===== config.mk =====
export PLATFORM = sky130hd
export DESIGN_NAME = keypad_auth_front
export DESIGN_NICKNAME = d
export VERILOG_FILES = /design/src/rtl/smarthome_pkg.sv /design/src/rtl/btn_debounce.sv /design/src/rtl/keypad_auth_front.sv
export SDC_FILE = /design/constraint.sdc
export NUM_CORES = 1
export LEC_CHECK = 0
export CAP_MARGIN = 0
export CORE_MARGIN = 10
export CORE_UTILIZATION = 55
export CTS_CLUSTER_DIAMETER = 60
export DETAILED_ROUTE_END_ITERATION = 6
export PLACE_DENSITY = 0.76
export SETUP_SLACK_MARGIN = 0.02
export SYNTH_ARGS = -nofsm -noshare
export SYNTH_HDL_FRONTEND = slang
export SYNTH_HIERARCHICAL = 1
export SYNTH_SLANG_ARGS = --single-unit
export TNS_END_PERCENT = 10

===== constraint.sdc =====
create_clock -name clk -period 2.9 [get_ports clk]
set_input_delay 0.58 -clock clk [delete_from_list [all_inputs] [get_ports clk]]
set_output_delay 0.58 -clock clk [all_outputs]
set_load 0.03 [all_outputs]

===== src/rtl/smarthome_pkg.sv =====
// rtl/smarthome_pkg.sv - shared FSM state encodings and key codes for the keypad front end
package smarthome_pkg;

  typedef enum logic [2:0] {
    ST_IDLE    = 3'd0,
    ST_COLLECT = 3'd1,
    ST_CHECK   = 3'd2,
    ST_GRANTED = 3'd3,
    ST_LOCKED  = 3'd4
  } auth_state_e;

  localparam logic [3:0] KEY_CLEAR     = 4'hF;
  localparam logic [3:0] KEY_DIGIT_MAX = 4'd9;

  function automatic logic is_digit(input logic [3:0] key);
    return key <= KEY_DIGIT_MAX;
  endfunction

endpackage


===== src/rtl/btn_debounce.sv =====
// rtl/btn_debounce.sv - 2-flop synchroniser, level debounce and rising-edge pulse for one raw button
module btn_debounce #(
  parameter int DEBOUNCE_CYC = 16
) (
  input  logic clk,
  input  logic rst_n,
  input  logic btn_raw,
  output logic pulse
);

  localparam int CNT_W = $clog2(DEBOUNCE_CYC + 1);

  logic [1:0]       sync_q, sync_d;
  logic [CNT_W-1:0] cnt_q, cnt_d;
  logic             lvl_q, lvl_d;
  logic             prev_q, prev_d;
  logic             pulse_q, pulse_d;

  always_comb begin
    sync_d  = {sync_q[0], btn_raw};
    lvl_d   = lvl_q;
    cnt_d   = '0;
    prev_d  = lvl_q;
    pulse_d = lvl_q & ~prev_q;
    // Any sample equal to the accepted level restarts the run of differing samples.
    if (sync_q[1] != lvl_q) begin
      if (cnt_q == CNT_W'(DEBOUNCE_CYC - 1)) begin
        lvl_d = sync_q[1];
      end else begin
        cnt_d = cnt_q + 1'b1;
      end
    end
  end

  always_ff @(posedge clk or negedge rst_n) begin
    if (!rst_n) begin
      sync_q  <= '0;
      cnt_q   <= '0;
      lvl_q   <= 1'b0;
      prev_q  <= 1'b0;
      pulse_q <= 1'b0;
    end else begin
      sync_q  <= sync_d;
      cnt_q   <= cnt_d;
      lvl_q   <= lvl_d;
      prev_q  <= prev_d;
      pulse_q <= pulse_d;
    end
  end

  assign pulse = pulse_q;

endmodule


===== src/rtl/keypad_auth_front.sv =====
// rtl/keypad_auth_front.sv - debounced on/off buttons plus passcode entry, check and lockout FSM
module keypad_auth_front
  import smarthome_pkg::*;
#(
  parameter int CODE_LEN     = 4,
  parameter int DEBOUNCE_CYC = 16,
  parameter int TIMEOUT_CYC  = 1000,
  parameter int MAX_FAIL     = 3,
  parameter int LOCK_CYC     = 5000
) (
  input  logic                  clk,
  input  logic                  reset,
  input  logic                  on_btn_raw,
  input  logic                  off_btn_raw,
  input  logic                  digit_valid,
  input  logic [3:0]            digit,
  input  logic [4*CODE_LEN-1:0] code_set,
  output logic                  onClick,
  output logic                  offClick,
  output logic                  keypad,
  output logic                  pass_repeat,
  output logic                  locked,
  output logic [2:0]            digit_cnt
);

  localparam int CODE_W  = 4 * CODE_LEN;
  localparam int TMR_MAX = (TIMEOUT_CYC > LOCK_CYC) ? TIMEOUT_CYC : LOCK_CYC;
  localparam int TMR_W   = $clog2(TMR_MAX + 1);
  localparam int FAIL_W  = $clog2(MAX_FAIL + 1);
  localparam logic [2:0] CODE_LEN_C = 3'(CODE_LEN);

  logic on_pulse, off_pulse;
  logic on_click, off_click;

  btn_debounce #(.DEBOUNCE_CYC(DEBOUNCE_CYC)) u_on_db (
    .clk    (clk),
    .rst_n  (reset),
    .btn_raw(on_btn_raw),
    .pulse  (on_pulse)
  );

  btn_debounce #(.DEBOUNCE_CYC(DEBOUNCE_CYC)) u_off_db (
    .clk    (clk),
    .rst_n  (reset),
    .btn_raw(off_btn_raw),
    .pulse  (off_pulse)
  );

  // Off has priority so a simultaneous press can never re-arm the session.
  assign on_click  = on_pulse & ~off_pulse;
  assign off_click = off_pulse;

  auth_state_e        state_q, state_d;
  logic [CODE_W-1:0]  buf_q, buf_d;
  logic [2:0]         cnt_q, cnt_d;
  logic [TMR_W-1:0]   tmr_q, tmr_d;
  logic [FAIL_W-1:0]  fail_q, fail_d;
  logic               rep_q, rep_d;
  logic               keypad_q, keypad_d;
  logic               locked_q, locked_d;

  logic               digit_ok;
  logic               clear_ok;
  logic [FAIL_W-1:0]  fail_inc;

  always_comb begin
    state_d  = state_q;
    buf_d    = buf_q;
    cnt_d    = cnt_q;
    tmr_d    = tmr_q;
    fail_d   = fail_q;
    rep_d    = 1'b0;
    digit_ok = digit_valid && is_digit(digit);
    clear_ok = digit_valid && (digit == KEY_CLEAR);
    fail_inc = fail_q + 1'b1;

    case (state_q)
      ST_IDLE: begin
        buf_d = '0;
        cnt_d = '0;
        tmr_d = '0;
        if (digit_ok) begin
          buf_d   = CODE_W'(digit);
          cnt_d   = 3'd1;
          state_d = (CODE_LEN == 1) ? ST_CHECK : ST_COLLECT;
        end
      end

      ST_COLLECT: begin
        if (digit_ok) begin
          buf_d = (buf_q << 4) | CODE_W'(digit);
          cnt_d = cnt_q + 3'd1;
          tmr_d = '0;
          if (cnt_q + 3'd1 == CODE_LEN_C) begin
            state_d = ST_CHECK;
          end
        end else if (clear_ok) begin
          buf_d = '0;
          cnt_d = '0;
          tmr_d = '0;
        end else if (tmr_q == TMR_W'(TIMEOUT_CYC - 1)) begin
          buf_d   = '0;
          cnt_d   = '0;
          tmr_d   = '0;
          state_d = ST_IDLE;
        end else begin
          tmr_d = tmr_q + 1'b1;
        end
      end

      ST_CHECK: begin
        buf_d = '0;
        cnt_d = '0;
        tmr_d = '0;
        if (buf_q == code_set) begin
          fail_d  = '0;
          state_d = ST_GRANTED;
        end else begin
          rep_d   = 1'b1;
          fail_d  = fail_inc;
          state_d = (fail_inc >= FAIL_W'(MAX_FAIL)) ? ST_LOCKED : ST_IDLE;
        end
      end

      ST_GRANTED: begin
        cnt_d = '0;
        if (off_click) begin
          state_d = ST_IDLE;
        end
      end

      ST_LOCKED: begin
        cnt_d = '0;
        if (tmr_q == TMR_W'(LOCK_CYC - 1)) begin
          tmr_d   = '0;
          fail_d  = '0;
          state_d = ST_IDLE;
        end else begin
          tmr_d = tmr_q + 1'b1;
        end
      end

      default: begin
        buf_d   = '0;
        cnt_d   = '0;
        tmr_d   = '0;
        state_d = ST_IDLE;
      end
    endcase

    keypad_d = (state_d == ST_GRANTED);
    locked_d = (state_d == ST_LOCKED);
  end

  always_ff @(posedge clk or negedge reset) begin
    if (!reset) begin
      state_q  <= ST_IDLE;
      buf_q    <= '0;
      cnt_q    <= '0;
      tmr_q    <= '0;
      fail_q   <= '0;
      rep_q    <= 1'b0;
      keypad_q <= 1'b0;
      locked_q <= 1'b0;
    end else begin
      state_q  <= state_d;
      buf_q    <= buf_d;
      cnt_q    <= cnt_d;
      tmr_q    <= tmr_d;
      fail_q   <= fail_d;
      rep_q    <= rep_d;
      keypad_q <= keypad_d;
      locked_q <= locked_d;
    end
  end

  assign onClick     = on_click;
  assign offClick    = off_click;
  assign keypad      = keypad_q;
  assign pass_repeat = rep_q;
  assign locked      = locked_q;
  assign digit_cnt   = cnt_q;

endmodule


==> impl_metrics.py, run 1 <==
metrics = {
    "status": {
        "status": "completed",
    },
    "worst_setup_path": {
        "worst_setup_path_end_kind": "register",
        "path_buf_inv": 0,
        "cp_slowest_stage_delay_ps": 580,
        "cpMaxStageDelayCell": "or3_1",
        "crit_path_start": "tmr_q[3]",
        "cp.depth": 5,
        "crit_arrival_ps": 2900,
        "crit_required_ps": 3120,
        "critPathCapture": "buf_q[0]",
        "rr_worst_depth": 5,
        "crit_type": "register to register",
        "crit_chain": "or4b_4 -> or4_4 -> and2_4 -> or3_1 -> a22o_1",
        "r2r-start": "tmr_q[3]",
        "startpoint_type": "register",
        "rrSetupSlack_ps": 210,
        "cp_max_fo": 16,
        "regToRegEndpoint": "buf_q[0]",
        "path_delay_family": "simple AND/OR/NAND/NOR gates",
    },
    "clock_tree": {
        "clk_pin_slew_ps": 60,
        "ctsRootBufferMaster": "clkbuf_8",
        "htreeDepth": 3,
        "cts_resized": 0,
        "max-clock-path-buffers": 2,
        "cts_tree": "done",
        "clock_sink_count": 60,
        "insertion_delay_ps": 330,
        "cts-hold-fix-buffers": 0,
        "cts_made_buffers": 9,
        "post_cts_buffers": 0,
    },
    "route": {
        "routed_wl_mm": 5.31,
        "wl_per_cell_um": 14.6,
        "routed_via_density": 5.56,
        "ant_nets": 0,
        "drt_iter0_drc": 132,
        "drc": 0,
        "firstDrtPassIters": 4,
        "num_vias": 2017,
    },
    "floorplanning": {
        "rows": 25,
        "core_area_um2": 4850,
        "die_y_um": 91.5,
        "ioPinCount": 33,
        "initial_core_util_pct": 57.9,
        "dieArea_um2": 8360,
        "die_width_um": 91.5,
    },
    "worst_hold_path": {
        "worstHoldPathType": "register to register",
        "hold_depth": 0,
    },
    "layout": {
        "fin_area_um2": 3450,
        "areaGrowthSynthToFinish_pct": 22.9,
        "finalNetCount": 322,
        "drive_above_1_share_pct": 11.5,
        "antennaDiodeCount": 0,
    },
    "logic_synthesis": {
        "synth_ff_type": "dfrtp_1",
        "avgSynthCellArea_um2": 11.2,
        "synth_top_area_cell": "dfrtp_1",
        "synth_area_leaders": "dfrtp_1 (53%), a22o_1 (5.6%), xnor2_1 (5.6%)",
        "synthTopCellsByCount": "dfrtp_1 (60), nor2_1 (19), a22o_1 (18), xnor2_1 (18), nand2_1 (11)",
        "synth_fp_nets": 281,
        "yosysWarnings": 6,
        "ys_seq_area_share_pct": 53.5,
        "synth_cell_type_count": 44,
        "synth_area_um2": 2810,
        "synth_most_common_cell": "dfrtp_1",
        "synth-edff-count": 0,
        "synthArstFlopShare_pct": 100,
        "ys_ff_latch": 60,
        "synth_top_area_share_pct": 53.5,
        "synth_cells": 250,
    },
    "sta": {
        "finalCritPeriodShare_pct": 92.7,
        "worst_pin_slew_ps": 728,
        "fmax_mhz": 372,
        "hold_viol": 0,
        "period_needed_ps": 2690,
        "totalNegativeSetupSlack_ps": 0,
        "rsz0062_at_grt": "no",
        "hold_ws_ps": 349,
        "slew_headroom_pct": 51.5,
        "skew_ps": 9.50,
        "drv_slew": 0,
        "setup_violations": 0,
    },
    "global_route": {
        "grt_antenna_before_repair": 0,
        "overflow": 0,
        "grt_max_degree": 61,
        "grt_pass1_wl_mm": 9.25,
        "grt_pass1_vias": 1939,
        "track_usage_pct": 13.4,
    },
    "power_and_ir_drop": {
        "intPower_w": 0.00184,
        "vdd_ir_drop_max_v": 0.000472,
        "power_density_nw_per_um2": 738,
        "seqPwrFrac_pct": 42.0,
        "p_leak_nw": 1.55,
        "netSwitchingFraction_pct": 27.6,
        "p_clk_share_pct": 36.4,
        "p_sw_w": 0.000704,
        "comb_power_share_pct": 21.6,
    },
    "place": {
        "dpl.hpwl_mm": 3.83,
        "io_buffers": 32,
        "place_area_um2": 3200,
        "gp_congestion": 0.839,
    },
    "flow_run": {
        "max_cap_violations": 0,
    },
}
## worst min-delay path by stage
stage	from	end	slack (ps)
6_report	u_off_db/sync_q[0]	u_off_db/sync_q[1]	350
5_1_grt	u_off_db/sync_q[0]	u_off_db/sync_q[1]	360
4_1_cts	u_on_db/sync_q[0]	u_on_db/sync_q[1]	350
3_5_place_dp	u_off_db/sync_q[0]	u_off_db/sync_q[1]	340
3_3_place_gp	u_off_db/sync_q[0]	u_off_db/sync_q[1]	330
2_1_floorplan	reset	buf_q[0]	280
## flip-flops by register name (all words and copies together), names as in the netlist, 2 cells and up
| register | flops |
|---|---|
| u_on_db/cnt_q | 5 |
| buf_q | 16 |
| u_off_db/sync_q | 2 |
| digit_cnt | 3 |
| tmr_q | 13 |
| u_on_db/sync_q | 2 |
| state_q | 3 |
| fail_q | 2 |
| u_off_db/cnt_q | 5 |
## final cells by class
class / count / area (um2)
Fill cell: 381 / 1400
Tap cell: 67 / 83.8
Clock inverter: 4 / 95.1
Clock buffer: 12 / 155
Timing Repair Buffer: 37 / 353
Inverter: 5 / 18.8
Sequential cell: 60 / 1500
Multi-Input combinational cell: 178 / 1240
## power by group through the flow
stage	Clock [W]	Combinational [W]	Sequential, W
after floorplan	0	0.000383	0.00109
after global placement	0	0.000542	0.00108
after detailed placement	0	0.000555	0.00108
after CTS	0.000941	0.000555	0.00107
after global routing	0.000985	0.000616	0.00109
final	0.000926	0.000550	0.00107
## placed cells by master (no fill, tap or decap), drive strengths merged, types with 5 or more instances in the layout
cell | netlist | routed
a21oi | 6 | 6
nor2 | 21 | 21
xnor2 | 18 | 18
buf | 2 | 6
clkdlybuf4s50 | 0 | 31
ha | 6 | 6
xor2 | 10 | 10
o21ai | 11 | 11
clkbuf | 5 | 12
nand2b | 6 | 6
and3 | 5 | 5
nand3 | 8 | 8
nor3 | 6 | 6
dfrtp | 60 | 60
nand4 | 7 | 7
a22o | 18 | 18
inv | 5 | 5
nand2 | 11 | 11
## per-layer routing
layer	vias up	global-route usage, %	wire length (um)
met1	973	17.2	2510
met2	48	20.4	2440
met5	-	0	0
met4	0	6.01	116
li1	984	-	-
met3	12	3.95	243
## per-stage QoR
stage	total power, W	std cells	setup slack (ps)	utilization (%)
2_1_floorplan	0.00147	250	350	-
3_3_place_gp	0.00162	347	168	66.0
3_5_place_dp	0.00164	347	152	66.0
4_1_cts	0.00257	363	218	71.1
5_1_grt	0.00269	363	75.8	71.1
6_report	0.00255	363	213	71.1
## logic make-up (layout without fill, tap and decap cells)
kind of cell | after synthesis | in the layout | share of synthesized area [%]
AOI/OAI and AO/OA | 46 | 46 | 12.0
xor gates and xnor gates | 28 | 28 | 8.73
adders and majority gates | 6 | 6 | 2.67
buffers and inverters | 12 | 58 | 2.27
DFF | 60 | 60 | 53.5
muxes | 3 | 3 | 1.16
and+or+nand+nor | 95 | 95 | 19.7
No activity file was read; power rests on OpenSTA's default activity.
==> run 2: changes to the inputs <==
--- a/config.mk
+++ b/config.mk
@@ -5,10 +5,10 @@
 export SDC_FILE = /design/constraint.sdc
 export NUM_CORES = 1
 export LEC_CHECK = 0
-export CAP_MARGIN = 0
+export CAP_MARGIN = 20
 export CORE_MARGIN = 10
 export CORE_UTILIZATION = 55
-export CTS_CLUSTER_DIAMETER = 60
+export CTS_CLUSTER_DIAMETER = 80
 export DETAILED_ROUTE_END_ITERATION = 6
 export PLACE_DENSITY = 0.76
 export SETUP_SLACK_MARGIN = 0.02
==> results of run 2 <==
The final DEF is identical to that of run 1; final timing and power are the same.
